$ cat src/rtl/sf2_ujtag_tap.sv
// sf2_ujtag_tap -- behavioural model of the SmartFusion2 JTAG TAP responder.
//
// Decodes TMS/TDI into the 16-state IEEE 1149.1 TAP controller with an
// instruction register and BYPASS / IDCODE data registers. User opcodes in
// USER_LO..USER_HI are handed to fabric logic as UIREG plus the
// capture/shift/update strobes, and their DR serial data comes from UTDO.
//
// Build option: define SF2_UJTAG_TAP_IDCODE_EN to include the 32-bit ID
// register (opcode 8'h01, selected after reset). Without it opcode 8'h01 is
// plain BYPASS and reset/Test-Logic-Reset load IR with all-ones.
//
// Ports:
//   CLK     TCK; state updates on rising edge, TDO on falling edge
//   ALn     TRSTB, asynchronous active-low reset
//   TMS     test mode select
//   TDI     test data in
//   TDO     test data out (0 when not shifting)
//   TDO_EN  TDO drive enable, high only in Shift-IR / Shift-DR
//   UIREG   current instruction while it is a user opcode, else 0
//   URSTB   fabric reset, low while in Test-Logic-Reset
//   UDRCAP  Capture-DR with a user instruction
//   UDRSH   Shift-DR with a user instruction
//   UDRUPD  Update-DR with a user instruction
//   UTDI    copy of TDI for fabric DR logic
//   UTDO    fabric DR serial out
module sf2_ujtag_tap #(
  parameter int          IR_W    = 8,
  parameter logic [31:0] IDCODE  = 32'h0F8011CF,
  parameter logic [7:0]  USER_LO = 8'h10,
  parameter logic [7:0]  USER_HI = 8'h1F
) (
  input  logic            CLK,
  input  logic            ALn,
  input  logic            TMS,
  input  logic            TDI,
  output logic            TDO,
  output logic            TDO_EN,
  output logic [IR_W-1:0] UIREG,
  output logic            URSTB,
  output logic            UDRCAP,
  output logic            UDRSH,
  output logic            UDRUPD,
  output logic            UTDI,
  input  logic            UTDO
);

  typedef enum logic [3:0] {
    S_TLR, S_RTI,
    S_SEL_DR, S_CAP_DR, S_SH_DR, S_EX1_DR, S_PA_DR, S_EX2_DR, S_UPD_DR,
    S_SEL_IR, S_CAP_IR, S_SH_IR, S_EX1_IR, S_PA_IR, S_EX2_IR, S_UPD_IR
  } tap_state_t;

  // Capture-IR pattern: the mandatory 2'b01 in the two LSBs.
  localparam logic [IR_W-1:0] IR_CAPTURE = IR_W'(2'b01);
  localparam logic [IR_W-1:0] USER_LO_IR = IR_W'(USER_LO);
  localparam logic [IR_W-1:0] USER_HI_IR = IR_W'(USER_HI);

`ifdef SF2_UJTAG_TAP_IDCODE_EN
  localparam logic [IR_W-1:0] OP_IDCODE = IR_W'(8'h01);
  localparam logic [IR_W-1:0] IR_RESET  = OP_IDCODE;
`else
  localparam logic [IR_W-1:0] IR_RESET  = '1;
`endif

  tap_state_t      state_reg, state_next;
  logic [IR_W-1:0] ir_reg, ir_shift_reg;
  logic            bypass_reg;
  logic            tdo_reg, tdo_en_reg;
  logic            is_user, in_shift, dr_lsb;

  // ---------------- TAP controller ----------------
  always_ff @(posedge CLK or negedge ALn) begin
    if (!ALn) state_reg <= S_TLR;
    else      state_reg <= state_next;
  end

  always_comb begin
    state_next = state_reg;
    case (state_reg)
      S_TLR:    state_next = TMS ? S_TLR    : S_RTI;
      S_RTI:    state_next = TMS ? S_SEL_DR : S_RTI;
      S_SEL_DR: state_next = TMS ? S_SEL_IR : S_CAP_DR;
      S_CAP_DR: state_next = TMS ? S_EX1_DR : S_SH_DR;
      S_SH_DR:  state_next = TMS ? S_EX1_DR : S_SH_DR;
      S_EX1_DR: state_next = TMS ? S_UPD_DR : S_PA_DR;
      S_PA_DR:  state_next = TMS ? S_EX2_DR : S_PA_DR;
      S_EX2_DR: state_next = TMS ? S_UPD_DR : S_SH_DR;
      S_UPD_DR: state_next = TMS ? S_SEL_DR : S_RTI;
      S_SEL_IR: state_next = TMS ? S_TLR    : S_CAP_IR;
      S_CAP_IR: state_next = TMS ? S_EX1_IR : S_SH_IR;
      S_SH_IR:  state_next = TMS ? S_EX1_IR : S_SH_IR;
      S_EX1_IR: state_next = TMS ? S_UPD_IR : S_PA_IR;
      S_PA_IR:  state_next = TMS ? S_EX2_IR : S_PA_IR;
      S_EX2_IR: state_next = TMS ? S_UPD_IR : S_SH_IR;
      S_UPD_IR: state_next = TMS ? S_SEL_DR : S_RTI;
      default:  state_next = S_TLR;
    endcase
  end

  // ---------------- Instruction register ----------------
  // IR is written only when entering TLR or on the edge leaving Update-IR,
  // so it stays stable for the whole of an IR shift.
  always_ff @(posedge CLK or negedge ALn) begin
    if (!ALn) begin
      ir_reg       <= IR_RESET;
      ir_shift_reg <= IR_CAPTURE;
    end else begin
      if (state_next == S_TLR)       ir_reg <= IR_RESET;
      else if (state_reg == S_UPD_IR) ir_reg <= ir_shift_reg;

      if (state_reg == S_CAP_IR)     ir_shift_reg <= IR_CAPTURE;
      else if (state_reg == S_SH_IR) ir_shift_reg <= {TDI, ir_shift_reg[IR_W-1:1]};
    end
  end

  assign is_user = (ir_reg >= USER_LO_IR) && (ir_reg <= USER_HI_IR);

  // ---------------- Data registers ----------------
  always_ff @(posedge CLK or negedge ALn) begin
    if (!ALn)                      bypass_reg <= 1'b0;
    else if (state_reg == S_CAP_DR) bypass_reg <= 1'b0;
    else if (state_reg == S_SH_DR)  bypass_reg <= TDI;
  end

`ifdef SF2_UJTAG_TAP_IDCODE_EN
  logic [31:0] id_shift_reg;

  always_ff @(posedge CLK or negedge ALn) begin
    if (!ALn)                      id_shift_reg <= IDCODE;
    else if (state_reg == S_CAP_DR) id_shift_reg <= IDCODE;
    else if (state_reg == S_SH_DR)  id_shift_reg <= {TDI, id_shift_reg[31:1]};
  end

  assign dr_lsb = is_user              ? UTDO :
                  (ir_reg == OP_IDCODE) ? id_shift_reg[0] : bypass_reg;
`else
  // IDCODE has no consumer when the ID register is left out.
  logic unused_idcode;
  assign unused_idcode = ^IDCODE;

  assign dr_lsb = is_user ? UTDO : bypass_reg;
`endif

  // ---------------- TDO (falling edge) ----------------
  always_ff @(negedge CLK or negedge ALn) begin
    if (!ALn) begin
      tdo_reg    <= 1'b0;
      tdo_en_reg <= 1'b0;
    end else begin
      case (state_reg)
        S_SH_IR: begin tdo_reg <= ir_shift_reg[0]; tdo_en_reg <= 1'b1; end
        S_SH_DR: begin tdo_reg <= dr_lsb;          tdo_en_reg <= 1'b1; end
        default: begin tdo_reg <= 1'b0;            tdo_en_reg <= 1'b0; end
      endcase
    end
  end

  // Gating with the live state drops the enable on the same rising edge
  // that leaves a Shift state rather than half a cycle later.
  assign in_shift = (state_reg == S_SH_IR) || (state_reg == S_SH_DR);
  assign TDO_EN   = tdo_en_reg & in_shift;
  assign TDO      = tdo_reg & TDO_EN;

  // ---------------- Fabric-side outputs ----------------
  assign URSTB  = (state_reg != S_TLR);
  assign UIREG  = is_user ? ir_reg : '0;
  assign UDRCAP = is_user && (state_reg == S_CAP_DR);
  assign UDRSH  = is_user && (state_reg == S_SH_DR);
  assign UDRUPD = is_user && (state_reg == S_UPD_DR);
  assign UTDI   = TDI;

endmodule

$ cat config.mk
export PLATFORM = sky130hd
export DESIGN_NAME = sf2_ujtag_tap
export DESIGN_NICKNAME = d
export VERILOG_FILES = /design/src/rtl/sf2_ujtag_tap.sv
export SDC_FILE = /design/constraint.sdc
export NUM_CORES = 1
export LEC_CHECK = 0
export ABC_CLOCK_PERIOD_IN_PS = 2540
export BUFFER_PORTS_ARGS = -buffer_cell sky130_fd_sc_hd__buf_2
export CORE_MARGIN = 2
export CORE_UTILIZATION = 50
export CTS_CLUSTER_DIAMETER = 30
export DETAILED_ROUTE_END_ITERATION = 12
export PLACE_DENSITY = 0.72
export SETUP_SLACK_MARGIN = 0.02
export SLEW_MARGIN = 20
export SYNTH_ARGS = -nofsm -noshare
export SYNTH_HDL_FRONTEND = slang
export SYNTH_SLANG_ARGS = --single-unit
$ cat constraint.sdc
create_clock -name CLK -period 2.54 [get_ports CLK]
set_clock_uncertainty 0.15 [all_clocks]
set_input_delay 0.127 -clock CLK [delete_from_list [all_inputs] [get_ports CLK]]
set_output_delay 0.127 -clock CLK [all_outputs]
set_load 0.01 [all_outputs]
== Word level (Yosys, flattened, before mapping) ==
Index checks and enable logic that the tools add are counted.

* Output and inout bits: 15
* Logic and storage cells: 63
* Input port bits: 5
* Register bits: 23

* Bitwise logic cells: 2
* Reductions and logical operators: 15
* Order comparisons: 2
* Equality and inequality tests: 15
* Multiplexer cells: 23

{| class="wikitable"
|+ Operators by type and width
! cell !! count
|-
| one-hot mux 4 bit (12 select lines) || 1
|-
| 2-to-1 mux 8 bit || 5
|-
| equality test 4 bit, second input constant || 8
|-
| equality test 4 x 3 -> 1 bit, second input constant || 4
|-
| 2-to-1 mux 4 bit || 4
|-
| equality test 4 x 2 -> 1 bit, second input constant || 2
|-
| greater-or-equal comparator 8 x 5 -> 1 bit, second input constant || 1
|-
| <= comparator 8 x 5 -> 1 bit, second input constant || 1
|-
| logical NOT 4 bit || 2
|-
| 2-to-1 mux 1 bit || 7
|-
| 2-to-1 mux 2 bit || 3
|-
| 2-to-1 mux 3 bit || 2
|-
| nonzero test 2 bit || 3
|-
| OR reduction 2 bit || 3
|-
| equality test 4 x 1 -> 1 bit, second input constant || 1
|-
| logical AND 1 bit || 4
|-
| nonzero test 4 bit || 1
|-
| OR reduction 3 bit || 1
|-
| AND 1 bit || 2
|-
| one-hot mux 1 bit (2 select lines) || 1
|-
| logical OR 1 bit || 1
|}

== Logic depth before layout (Yosys ltp) ==
* Word-level depth: 5
* Depth in mapped cells: 5
* Gate-level depth less buffers: 3

==> results.txt <==
final hold violations -> 0
outcome -> complete, but fails checks
site row count -> 18
width of the die -> 54.0 um
flop2flop setup slack -> -0.30 ns
maximum vdd drop -> 0.480 mV
WP data required -> 1.27 ns
final slew viol count -> 0
Post-synth ARST share -> 1.00
Worst setup SP type -> register
H-tree depth -> 1
total grt overflow -> 0
post-layout util -> 0.581
DR DRC count -> 0
setup slack after layout -> -0.301 ns
Clock Latency Late Sink -> 0.30 ns
routed wire length per instance -> 12.4 um
Reg power frac -> 0.428
cell area after synthesis -> 1250 sq um
sequential area share after synthesis -> 0.469
Chip Height -> 54.0 um
P_sw -> 558 uW
Crit Path Class -> register to register
DRT iter0 DRCs -> 32
largest net degree at the start of global routing -> 28
Post-synth EDFFs -> 0
Root Buffer -> clkbuf_4
YS warnings -> 0
top post-synthesis cells by area -> dfrtp_1 24%, dfstp_2 19%, nand2_1 11%, o21ai_0 4.4%, dfrtn_1 4.0%
final WL -> 2.38 mm
CTS tree -> done
Port Buffers -> 16
commonest non-fill, non-tap cell in the layout -> nand2_1
placed inst area -> 1340 sq um
I/O pin count -> 20
Synth Area per Inst -> 8.63 sq um
die area -> 2920 sq um
Final Wtd Congestion -> 0.796
RSZ-0062 raised after global routing -> yes
WP data arrival -> 1.57 ns
Setup Viol. Count Final -> 1
commonest non-fill, non-tap cells in the layout -> 36 x nand2_1, 15 x buf_2, 12 x dfrtp_1
initial core utilization -> 0.514
initial antenna violation count -> 0
area growth from synthesis to layout -> 12.9%
Core Region -> 2430 sq um
internal power -> 854 uW
share of layout cells above drive strength 1 -> 0.265
power per cell area -> 1000 nW/um^2
Initial DRT Pass Iterations -> 4
Via Count -> 1035
Switching Fraction -> 0.395
Design Power -> 1410 uW
Yosys top cell by area -> dfrtp_1
Vias/cell -> 5.39
CP max FO -> 2
failing checks -> negative setup slack
leak pwr -> 0.000672 uW
NumNets Final -> 168
final instance area -> 1410 sq um
Detail Route Antenna Nets -> 0
vias in the first global route -> 912
max-cap violations -> 0
Yosys cell types -> 37
HPWL Detailed -> 1.61 mm
Min-Delay Path Class -> primary input to asynchronous set/reset pin
GRT Total Usage -> 0.185
Comb pwr share -> 0.454
Clock Tree Buf Depth -> 2
Yosys reg bits -> 23
diode count -> 0
Post-Synthesis Cells -> 145
clock sinks -> 23
CTS buffer count -> 3
CP endpoint kind -> register
Yosys top cell area share -> 0.240
Clock power frac -> 0.118
Clock transition at path regs -> 0.12 ns
global-route wire length before repair -> 3.93 mm
Most used DFF post-synth -> dfrtp_1
==> routing by layer <==
layer | up-vias | wire length [um] | global-route usage
li1 | 517 | - | -
met4 | 0 | 10 | 0.0625
met1 | 485 | 1080 | 0.223
met3 | 2 | 119 | 0.0389
met5 | - | 0 | 0
met2 | 31 | 1170 | 0.325
==> metrics by stage <==
stage | setup TNS, ns | worst slack [ns] | instances | hold WS, ns
after floorplan | -0.340 | -0.340 | 147 | -0.319
final | -0.301 | -0.301 | 192 | 0.197
after global placement | -0.283 | -0.283 | 184 | 0.00254
after CTS | -0.298 | -0.298 | 191 | 0.199
after detailed placement | -0.295 | -0.295 | 184 | 0.00802
after global routing | -0.400 | -0.335 | 192 | 0.222
==> power by group through the flow <==
stage               Clock [uW]  Combinational, uW  Sequential [uW]
global route               190                727              622
CTS                        170                640              604
detailed placement           0                630              611
finish                     166                642              604
global placement             0                614              604
floorplan                    0                524              591
==> area by class of cell <==
cell class	instances	area (sq um)
clock buffer	3	22.5
clock inverter	1	5.00
fill	221	1020
inverter	4	15.0
multi-input combinational	104	569
sequential	23	587
tap	30	37.5
timing repair buffer	27	176
==> cells by family (layout without fill, tap and decap cells) <==
logic type             Yosys count  after routing  share of synthesized area
multiplexers                     2              2                     0.0160
buffers and inverters           20             35                     0.0870
other                            1              3                    0.00300
AO/OA/AOI/OAI                   27             27                      0.133
flip-flops                      23             23                      0.469
AND/OR/NAND/NOR                 71             71                      0.285
XOR/XNOR                         1              1                    0.00700
==> cell usage after synthesis (2+ instances only) <==
cell       n
a211oi_1   2
a21oi_1    5
and2_1     5
buf_2      9
buf_4      4
clkbuf_1   2
dfrtn_1    2
dfrtp_1   12
dfstp_2    9
inv_1      3
mux2i_1    2
nand2_1   36
nand2b_1   2
nand3_1   10
nand3b_1   2
nor2_1     5
nor2b_1    3
o21ai_0   11
o22ai_1    3
==> path summary, 6_finish.rpt <==
check                      depth (start not counted)       from      endpoint
max                                                3  ir_reg[4]       tdo_reg
min                                                3        ALn  state_reg[0]
max reg2reg                                        3  ir_reg[4]       tdo_reg
min reg2reg                                        2  ir_reg[3]     ir_reg[3]
max in group asynchronous                          2        ALn       tdo_reg
min in group CLK                                   2  ir_reg[3]     ir_reg[3]
==> repair_timing <==
| action | CTS | global route |
|---|---|---|
| buffers inserted | 0 | 1 |
| hold buffers | 3 | 0 |
| gates resized for setup | 1 | 2 |
| setup endpoints to repair | 2 | 3 |
| pin swaps | 0 | 1 |
| hold endpoints to repair | 23 | 0 |
==> worst max-delay path, stage by stage (launching register included) <==
cell	delay, ns
dfstp_2	0.54
or4b_4	0.46
mux2i_1	0.16
o22ai_1	0.10
No activity file was read; power rests on OpenSTA's default activity.
